`src/rtl/fx_pkg.sv`:
```
// rtl/fx_pkg.sv - shared constants, Q-format/accumulator types and frame state for fx_accum
package fx_pkg;
    localparam int FX_WIDTH = 32;
    localparam int FX_QINT  = 16;
    localparam int FX_ACCW  = 48;
    localparam int FX_CNTW  = 16;

    typedef logic signed [FX_WIDTH-1:0] fx_word_t;
    typedef logic signed [FX_ACCW-1:0]  fx_acc_t;

    typedef enum logic {
        EMPTY = 1'b0,
        ACCUM = 1'b1
    } fx_state_t;
endpackage

```
`src/rtl/fx_sat_narrow.sv`:
```
// rtl/fx_sat_narrow.sv - combinational ACCW->WIDTH narrowing; FX_ACCUM_SAT_EN selects clamp vs. wrap
module fx_sat_narrow #(
    parameter int WIDTH = 32,
    parameter int ACCW  = 48
) (
    input  logic signed [ACCW-1:0]  i_acc,
    output logic signed [WIDTH-1:0] o_word,
    output logic                    o_sat
);
`ifdef FX_ACCUM_SAT_EN
    // The value fits when every bit from WIDTH-1 upward matches the sign bit.
    logic w_fits;
    assign w_fits = (&i_acc[ACCW-1:WIDTH-1]) || !(|i_acc[ACCW-1:WIDTH-1]);
    assign o_word = w_fits        ? i_acc[WIDTH-1:0] :
                    i_acc[ACCW-1] ? {1'b1, {(WIDTH-1){1'b0}}} :
                                    {1'b0, {(WIDTH-1){1'b1}}};
    assign o_sat  = !w_fits;
`else
    logic w_unused_hi;
    assign w_unused_hi = ^i_acc[ACCW-1:WIDTH];
    assign o_word      = i_acc[WIDTH-1:0];
    assign o_sat       = 1'b0;
`endif
endmodule

```
`src/rtl/fx_accum.sv`:
```
// rtl/fx_accum.sv - framed guard-bit accumulator with valid/ready result register
// FX_ACCUM_SAT_EN: clamp accumulator and narrowing instead of wrapping, report out_sat.
module fx_accum
    import fx_pkg::*;
#(
    parameter int WIDTH = FX_WIDTH,
    parameter int QINT  = FX_QINT,
    parameter int ACCW  = FX_ACCW,
    parameter int CNTW  = FX_CNTW
) (
    input  logic                    clk,
    input  logic                    rst_n,
    input  logic                    valid_in,
    input  logic signed [WIDTH-1:0] data_in,
    input  logic                    last_in,
    input  logic                    clear_in,
    output logic                    out_valid,
    input  logic                    out_ready,
    output logic signed [WIDTH-1:0] out_sum,
    output logic [CNTW-1:0]         out_count,
    output logic                    out_sat,
    output logic                    overrun
);
    if (ACCW < WIDTH + 1 || QINT > WIDTH) begin : g_bad_params
        $error("fx_accum: need ACCW >= WIDTH+1 and QINT <= WIDTH");
    end

    fx_state_t              r_state, w_state_d;
    logic signed [ACCW-1:0] r_acc, w_acc_d, w_base, w_sext, w_sum;
    logic [CNTW-1:0]        r_cnt, w_cnt_d, w_base_cnt, w_cnt_inc;
    logic                   r_frame_sat, w_fsat_d, w_base_sat, w_add_sat;
    logic                   r_out_valid, r_out_sat, r_overrun;
    logic signed [WIDTH-1:0] r_out_sum, w_nar_word;
    logic [CNTW-1:0]        r_out_count;
    logic                   w_nar_sat, w_final_sat, w_fresh, w_done, w_load, w_drop;

    // A clear in the same cycle as a sample makes that sample the first of a new frame.
    assign w_fresh    = clear_in || (r_state == EMPTY);
    assign w_base     = w_fresh ? '0 : r_acc;
    assign w_base_cnt = w_fresh ? '0 : r_cnt;
    assign w_base_sat = w_fresh ? 1'b0 : r_frame_sat;
    assign w_sext     = {{(ACCW-WIDTH){data_in[WIDTH-1]}}, data_in};
    assign w_cnt_inc  = (&w_base_cnt) ? w_base_cnt : w_base_cnt + CNTW'(1);

`ifdef FX_ACCUM_SAT_EN
    logic signed [ACCW:0] w_raw;
    assign w_raw     = {w_base[ACCW-1], w_base} + {w_sext[ACCW-1], w_sext};
    assign w_add_sat = w_raw[ACCW] ^ w_raw[ACCW-1];
    assign w_sum     = !w_add_sat  ? w_raw[ACCW-1:0] :
                       w_raw[ACCW] ? {1'b1, {(ACCW-1){1'b0}}} :
                                     {1'b0, {(ACCW-1){1'b1}}};
`else
    assign w_add_sat = 1'b0;
    assign w_sum     = w_base + w_sext;
`endif

    fx_sat_narrow #(
        .WIDTH (WIDTH),
        .ACCW  (ACCW)
    ) u_narrow (
        .i_acc  (w_sum),
        .o_word (w_nar_word),
        .o_sat  (w_nar_sat)
    );

    assign w_final_sat = w_base_sat | w_add_sat | w_nar_sat;
    assign w_done      = valid_in && last_in;
    assign w_load      = w_done && (!r_out_valid || out_ready);
    assign w_drop      = w_done && r_out_valid && !out_ready;

    always_comb begin
        w_state_d = r_state;
        w_acc_d   = r_acc;
        w_cnt_d   = r_cnt;
        w_fsat_d  = r_frame_sat;
        if (valid_in && !last_in) begin
            w_state_d = ACCUM;
            w_acc_d   = w_sum;
            w_cnt_d   = w_cnt_inc;
            w_fsat_d  = w_final_sat;
        end else if (w_done || clear_in) begin
            w_state_d = EMPTY;
            w_acc_d   = '0;
            w_cnt_d   = '0;
            w_fsat_d  = 1'b0;
        end
    end

    always_ff @(posedge clk or negedge rst_n) begin
        if (!rst_n) begin
            r_state     <= EMPTY;
            r_acc       <= '0;
            r_cnt       <= '0;
            r_frame_sat <= 1'b0;
            r_out_valid <= 1'b0;
            r_out_sum   <= '0;
            r_out_count <= '0;
            r_out_sat   <= 1'b0;
            r_overrun   <= 1'b0;
        end else begin
            r_state     <= w_state_d;
            r_acc       <= w_acc_d;
            r_cnt       <= w_cnt_d;
            r_frame_sat <= w_fsat_d;
            if (w_load) begin
                r_out_valid <= 1'b1;
                r_out_sum   <= w_nar_word;
                r_out_count <= w_cnt_inc;
                r_out_sat   <= w_final_sat;
            end else if (r_out_valid && out_ready) begin
                r_out_valid <= 1'b0;
            end
            if (w_drop) begin
                r_overrun <= 1'b1;
            end
        end
    end

    assign out_valid = r_out_valid;
    assign out_sum   = r_out_sum;
    assign out_count = r_out_count;
    assign out_sat   = r_out_sat;
    assign overrun   = r_overrun;
endmodule

```
`config.mk`:
```
export PLATFORM = sky130hd
export DESIGN_NAME = fx_accum
export DESIGN_NICKNAME = d
export VERILOG_FILES = /design/src/rtl/fx_pkg.sv /design/src/rtl/fx_sat_narrow.sv /design/src/rtl/fx_accum.sv
export SDC_FILE = /design/constraint.sdc
export NUM_CORES = 1
export LEC_CHECK = 0
export CAP_MARGIN = 40
export CORE_MARGIN = 2
export CORE_UTILIZATION = 59
export CTS_CLUSTER_SIZE = 12
export DETAILED_ROUTE_END_ITERATION = 12
export GPL_ROUTABILITY_DRIVEN = 1
export PLACE_DENSITY_LB_ADDON = 0.3
export SLEW_MARGIN = 10
export SYNTH_ARGS = -nofsm -noshare
export SYNTH_HDL_FRONTEND = slang
export SYNTH_HIERARCHICAL = 1
export SYNTH_SLANG_ARGS = --single-unit
```
`constraint.sdc`:
```
create_clock -name clk -period 4.46 [get_ports clk]
set_input_delay 0.892 -clock clk [delete_from_list [all_inputs] [get_ports clk]]
set_output_delay 0.892 -clock clk [all_outputs]
set_load 0.005 [all_outputs]
```
==> reports/metrics.cfg, run 1 <==
[clock_network]
cts_sinks=101
cts_buffers=9
cts-htree-levels=3
tritoncts=yes
clock_path_buffers=2
cts_resized=0
clkTransAtPathRegs_ps=90
ctsHoldBuffers=0
cts_setup_buffers=0
insertion_delay_ps=390
root_buffer=clkbuf_8

[min_path]
hold_class=in2async

[power_and_ir_drop]
p_int_uw=1430
switchingPower_uw=582
ir_drop_uv=231
power_leakage_uw=0.00337
swShare_pct=28.9
pwr-share-seq_pct=51.5
power_frac_clock_pct=26.9
power_frac_comb_pct=21.6
power.density_nw_per_um2=274

[finish]
antenna_cells=0
area_growth_pct=13.6
utilization_pct=68.3
drive_gt1_share_pct=6.35
final_nets=839

[timing]
relSlewSlack_pct=44.4
hold_viol_final=0
finalSetupViolations=0
fmax_mhz=248
skew_ps=10.1
whs_ps=345
drv_slew=0
fin_tns_setup_ps=0
rsz0062_at_grt=no
worst_pin_slew_ps=832
fin_crit_ps=4040
post-route-period-util_pct=90.6

[route]
vias_per_cell=5.83
vias=5320
drc=0
ant_nets=0
drt_iter0_drc=326
wl_per_cell_um=16.5
drtPass1Iterations=5
wirelength_mm=15.0

[flow_run]
cap_violations=0

[floorplan]
dieWidth_um=109
die_y_um=109
core_area_um2=10700
initial_core_util_pct=60.1
ios=89
rows=38
fp.dieArea_um2=11800

[place]
gp_congestion=0.919
io_buffers=88
hpwl_mm=10.8

[grt]
grt_max_degree=66
antenna_found_initial=0
grtUsageTotal_pct=26.8
grt_pass1_vias=5300
grt_overflow=0
grt_pass1_wl_mm=24.8

[setup_path]
critPathTopFamily=compound AO/OA/AOI/OAI gates
path_buf_inv=2
worstPathMaxFanout=22
worstPathArrival_ps=4360
cp.required_ps=4780
cp-start-kind=primary input
crit_path_top_delay_cell=clkdlybuf4s50_1
worstPathCellList=clkdlybuf4s50_1 -> nor2b_2 -> buf_4 -> and2_1 -> ha_1 -> a21o_1 -> a221oi_2 -> or3_1 -> a211o_1 -> a21o_2 -> a21oi_4 -> nor2_1 -> a311oi_1 -> nand2_1 -> nand2_1
max_stage_delay_ps=560
cpMostUsedCell=nand2_1
critical_path_class=in2reg
endpoint_kind=flop

[yosys]
syn_area_per_cell_um2=8.81
ys_warn_count=6
synth_area_um2=6460
synth_cells=733
syn_nets=805

[run_status]
status=completed

registers in the layout, summed over array words and instances (netlist names):
signal and count:
out_count 16, out_valid 1, out_sat 1, r_frame_sat 1, overrun 1, r_acc 32
out_sum 32, r_state 1, r_cnt 16
through the flow:
| step | cells | cell area [µm²] | power [µW] | worst slack [ps] |
|---|---|---|---|---|
| global route | 912 | 7340 | 2110 | 291 |
| floorplan | 733 | 6460 | 1300 | 650 |
| finish | 912 | 7340 | 2010 | 420 |
| global placement | 895 | 7140 | 1470 | 226 |
| detailed placement | 896 | 7170 | 1490 | 140 |
| CTS | 912 | 7340 | 2030 | 549 |
cell usage in the layout, fill, tap and decap left out, drive strengths merged, types with 3 or more instances in the layout:
| cell type | instances |
|---|---|
| nor2 | 24 |
| a31oi | 3 |
| nand2b | 3 |
| buf | 12 |
| clkbuf | 12 |
| clkdlybuf4s50 | 87 |
| and4 | 4 |
| a21oi | 34 |
| or3 | 5 |
| ha | 33 |
| o31ai | 4 |
| and3 | 4 |
| xor2 | 20 |
| a21o | 11 |
| or2 | 3 |
| o21bai | 3 |
| nand4 | 9 |
| a32o | 9 |
| o21ai | 49 |
| o21a | 3 |
| a211o | 3 |
| o211ai | 7 |
| a22o | 34 |
| clkinv | 4 |
| xnor2 | 21 |
| nand2 | 162 |
| a211oi | 8 |
| inv | 12 |
| and2 | 39 |
| dfrtp | 101 |
| nor2b | 4 |
| nand3 | 18 |
| nor3 | 5 |
routing by layer:
metal	vias up	part of all wire (%)	global-route usage [%]
met3	27	4.3	4.72
li1	2583	-	-
met5	-	0	0
met1	2578	45	34.5
met2	132	49	45.7
met4	0	1.8	8.88
power groups by stage:
stage | clock [µW] | combinational, µW | sequential (µW)
2_1_floorplan | 0 | 246 | 1050
3_3_place_gp | 0 | 422 | 1050
3_5_place_dp | 0 | 437 | 1050
4_1_cts | 555 | 439 | 1040
5_1_grt | 582 | 480 | 1050
6_report | 542 | 435 | 1040
worst paths after layout:
path	from	end	slack, ps	depth (start not counted)
worst max-delay path	clear_in	out_sum[30]	420	15
worst min-delay path	rst_n	out_sum[7]	340	1
worst max register to register	r_state	out_sum[30]	980	14
worst min register to register	out_sum[12]	out_sum[12]	480	2
max in group asynchronous	rst_n	out_count[12]	3170	3
min in group clk	out_sum[12]	out_sum[12]	480	2
layout make-up:
class / instances / area (µm²)
Clock buffer: 12 / 145
Clock inverter: 4 / 23.8
Fill cell: 901 / 3410
Inverter: 12 / 45.0
Multi-Input combinational cell: 544 / 3440
Sequential cell: 101 / 2530
Tap cell: 140 / 175
Timing Repair Buffer: 99 / 981
Note: power is estimated with default switching activity, not from simulation.
==> inputs of run 2 (changes only) <==
--- a/constraint.sdc
+++ b/constraint.sdc
@@ -3,2 +3,2 @@
 set_output_delay 0.892 -clock clk [all_outputs]
-set_load 0.005 [all_outputs]
+set_load 0.01 [all_outputs]
==> results of run 2 <==
The final DEF is identical to that of run 1. Status: completed.
Among the figures that moved: total power 2010 µW -> 2040 µW; worst IR drop on VDD 231 µV -> 235 µV
==> inputs of run 3 (changes only) <==
CORE_MARGIN = 3   (was 2)
==> reports/metrics.cfg, run 3 (synthesis results as in run 1) <==
[setup_path]
reg2reg_from=r_state
rr_endpoint=out_sum[30]
crit_path_start=clear_in
crit_path_top_delay_cell=clkdlybuf4s50_1
reg2reg_depth=14
critical_path_class=in2reg
cp.required_ps=4750
endpoint=out_sum[30]
endpoint_kind=flop
ff2ff_setup_slack_ps=1030
worstPathMaxFanout=9
path_depth=15
max_stage_delay_ps=500
worstPathArrival_ps=4340
cp-start-kind=primary input
worstPathCellList=clkdlybuf4s50_1 -> nor2b_2 -> and2_1 -> ha_1 -> fa_1 -> a21o_1 -> a221oi_2 -> or3_1 -> a211o_1 -> a21o_2 -> a21o_1 -> a211oi_1 -> a311oi_1 -> nand2_1 -> nand2_1
critPathTopFamily=compound AO/OA/AOI/OAI gates
path_buf_inv=1

[place]
io_buffers=88
gp_congestion=0.951
hpwl_mm=11.6

[timing]
finalSetupViolations=0
drv_slew=0
hold_viol_final=0
fin_crit_ps=4050
skew_ps=10.5
post-route-period-util_pct=90.9
rsz0062_at_grt=no
fmax_mhz=247
whs_ps=421
relSlewSlack_pct=60.7
worst_pin_slew_ps=589
fin_tns_setup_ps=0

[grt]
grt_max_degree=57
grtUsageTotal_pct=26.7
grt_overflow=0
grt_pass1_wl_mm=26.9
grt_pass1_vias=5446
antenna_found_initial=0

[flow_run]
cap_violations=0

[clock_network]
cts_resized=0
root_buffer=clkbuf_8
cts-htree-levels=3
ctsHoldBuffers=0
clock_path_buffers=2
tritoncts=yes
cts_setup_buffers=0
insertion_delay_ps=380
cts_buffers=9
cts_sinks=101
clkTransAtPathRegs_ps=100

[power_and_ir_drop]
power_leakage_uw=0.00339
power.density_nw_per_um2=291
pwr-share-seq_pct=48.3
switchingPower_uw=618
ir_drop_uv=250
power_frac_comb_pct=21.6
power_frac_clock_pct=30.1
p_int_uw=1530
swShare_pct=28.7
total_power_uw=2150

[route]
drtPass1Iterations=7
vias=5418
drt_iter0_drc=396
vias_per_cell=5.96
wl_per_cell_um=17.6
wirelength_mm=16.0
ant_nets=0
drc=0

[min_path]
hold_class=in2async

[finish]
final_common_cell=nand2_1
utilization_pct=70.7
area_growth_pct=14.5
antenna_cells=0
drive_gt1_share_pct=6.60
fillers=834
final_nets=841
register_area_um2=2530
multi_input_area_um2=3440
final_cell_mix=nand2_1, dfrtp_1, clkdlybuf4s50_1

[run_status]
status=completed

[floorplan]
core_area_um2=10500
dieWidth_um=111
rows=37
fp.dieArea_um2=12200
initial_core_util_pct=61.7
die_y_um=111
ios=89

[run 3: cell count changes in the layout (fill, tap and decap cells not counted)]
cell / change
bufinv_16: +2
buf_8: +1
inv_6: +1
buf_4: +1
clkinvlp_4: +1
clkbuf_8: -1
clkbuf_1: -1
clkinv_2: -3
[run 3: worst min path at each step]
stage / endpoint / cells past startpoint / slack [ps] / start
4_1_cts: out_sum[2] / 1 / 420 / rst_n
6_report: out_sum[3] / 1 / 420 / rst_n
5_1_grt: out_sum[3] / 1 / 430 / rst_n
3_3_place_gp: out_sum[4] / 2 / 460 / out_sum[4]
2_1_floorplan: r_acc[28] / 1 / 460 / r_acc[28]
3_5_place_dp: out_sum[21] / 2 / 470 / out_sum[21]
[run 3: worst reg2reg max path, cell delays in order, from the launching register on]
cell and delay, ps:
dfrtp_1 390, nor2b_2 360, and2_1 180, ha_1 220, fa_1 240, a21o_1 160
a221oi_2 80, or3_1 390, a211o_1 330, a21o_2 260, a21o_1 210, a211oi_1 290
a311oi_1 90, nand2_1 90, nand2_1 50
[run 3: metal layers]
layer	GRT usage, %	part of all wire [%]	up-vias
li1	-	-	2590
met1	34.8	44	2642
met2	44.6	49	165
met3	6.30	5.0	21
met4	7.72	1.7	0
met5	0	0	-
[run 3: area by class of cell]
class                   instances  area share, %
flip-flops and latches        101           34.2
repair buffers                101           13.6
clock buffers                  10           1.73
inverters                      12          0.609
well taps                     136           2.30
clock inverters                 5           1.15
multi-input cells             544           46.5
[run 3: power by group through the flow]
stage | clock, µW | combinational, µW | sequential [µW]
5_1_grt | 697 | 509 | 1050
3_3_place_gp | 0 | 451 | 1050
3_5_place_dp | 0 | 464 | 1060
4_1_cts | 661 | 467 | 1040
2_1_floorplan | 0 | 246 | 1070
6_report | 647 | 465 | 1040
[run 3: metrics by stage]
stage          setup WS, ps  area, µm²  std cells
2_1_floorplan           650       6460        733
3_3_place_gp            263       7140        892
3_5_place_dp           83.4       7170        893
4_1_cts                 493       7380        908
5_1_grt                 290       7400        909
6_report                406       7400        909
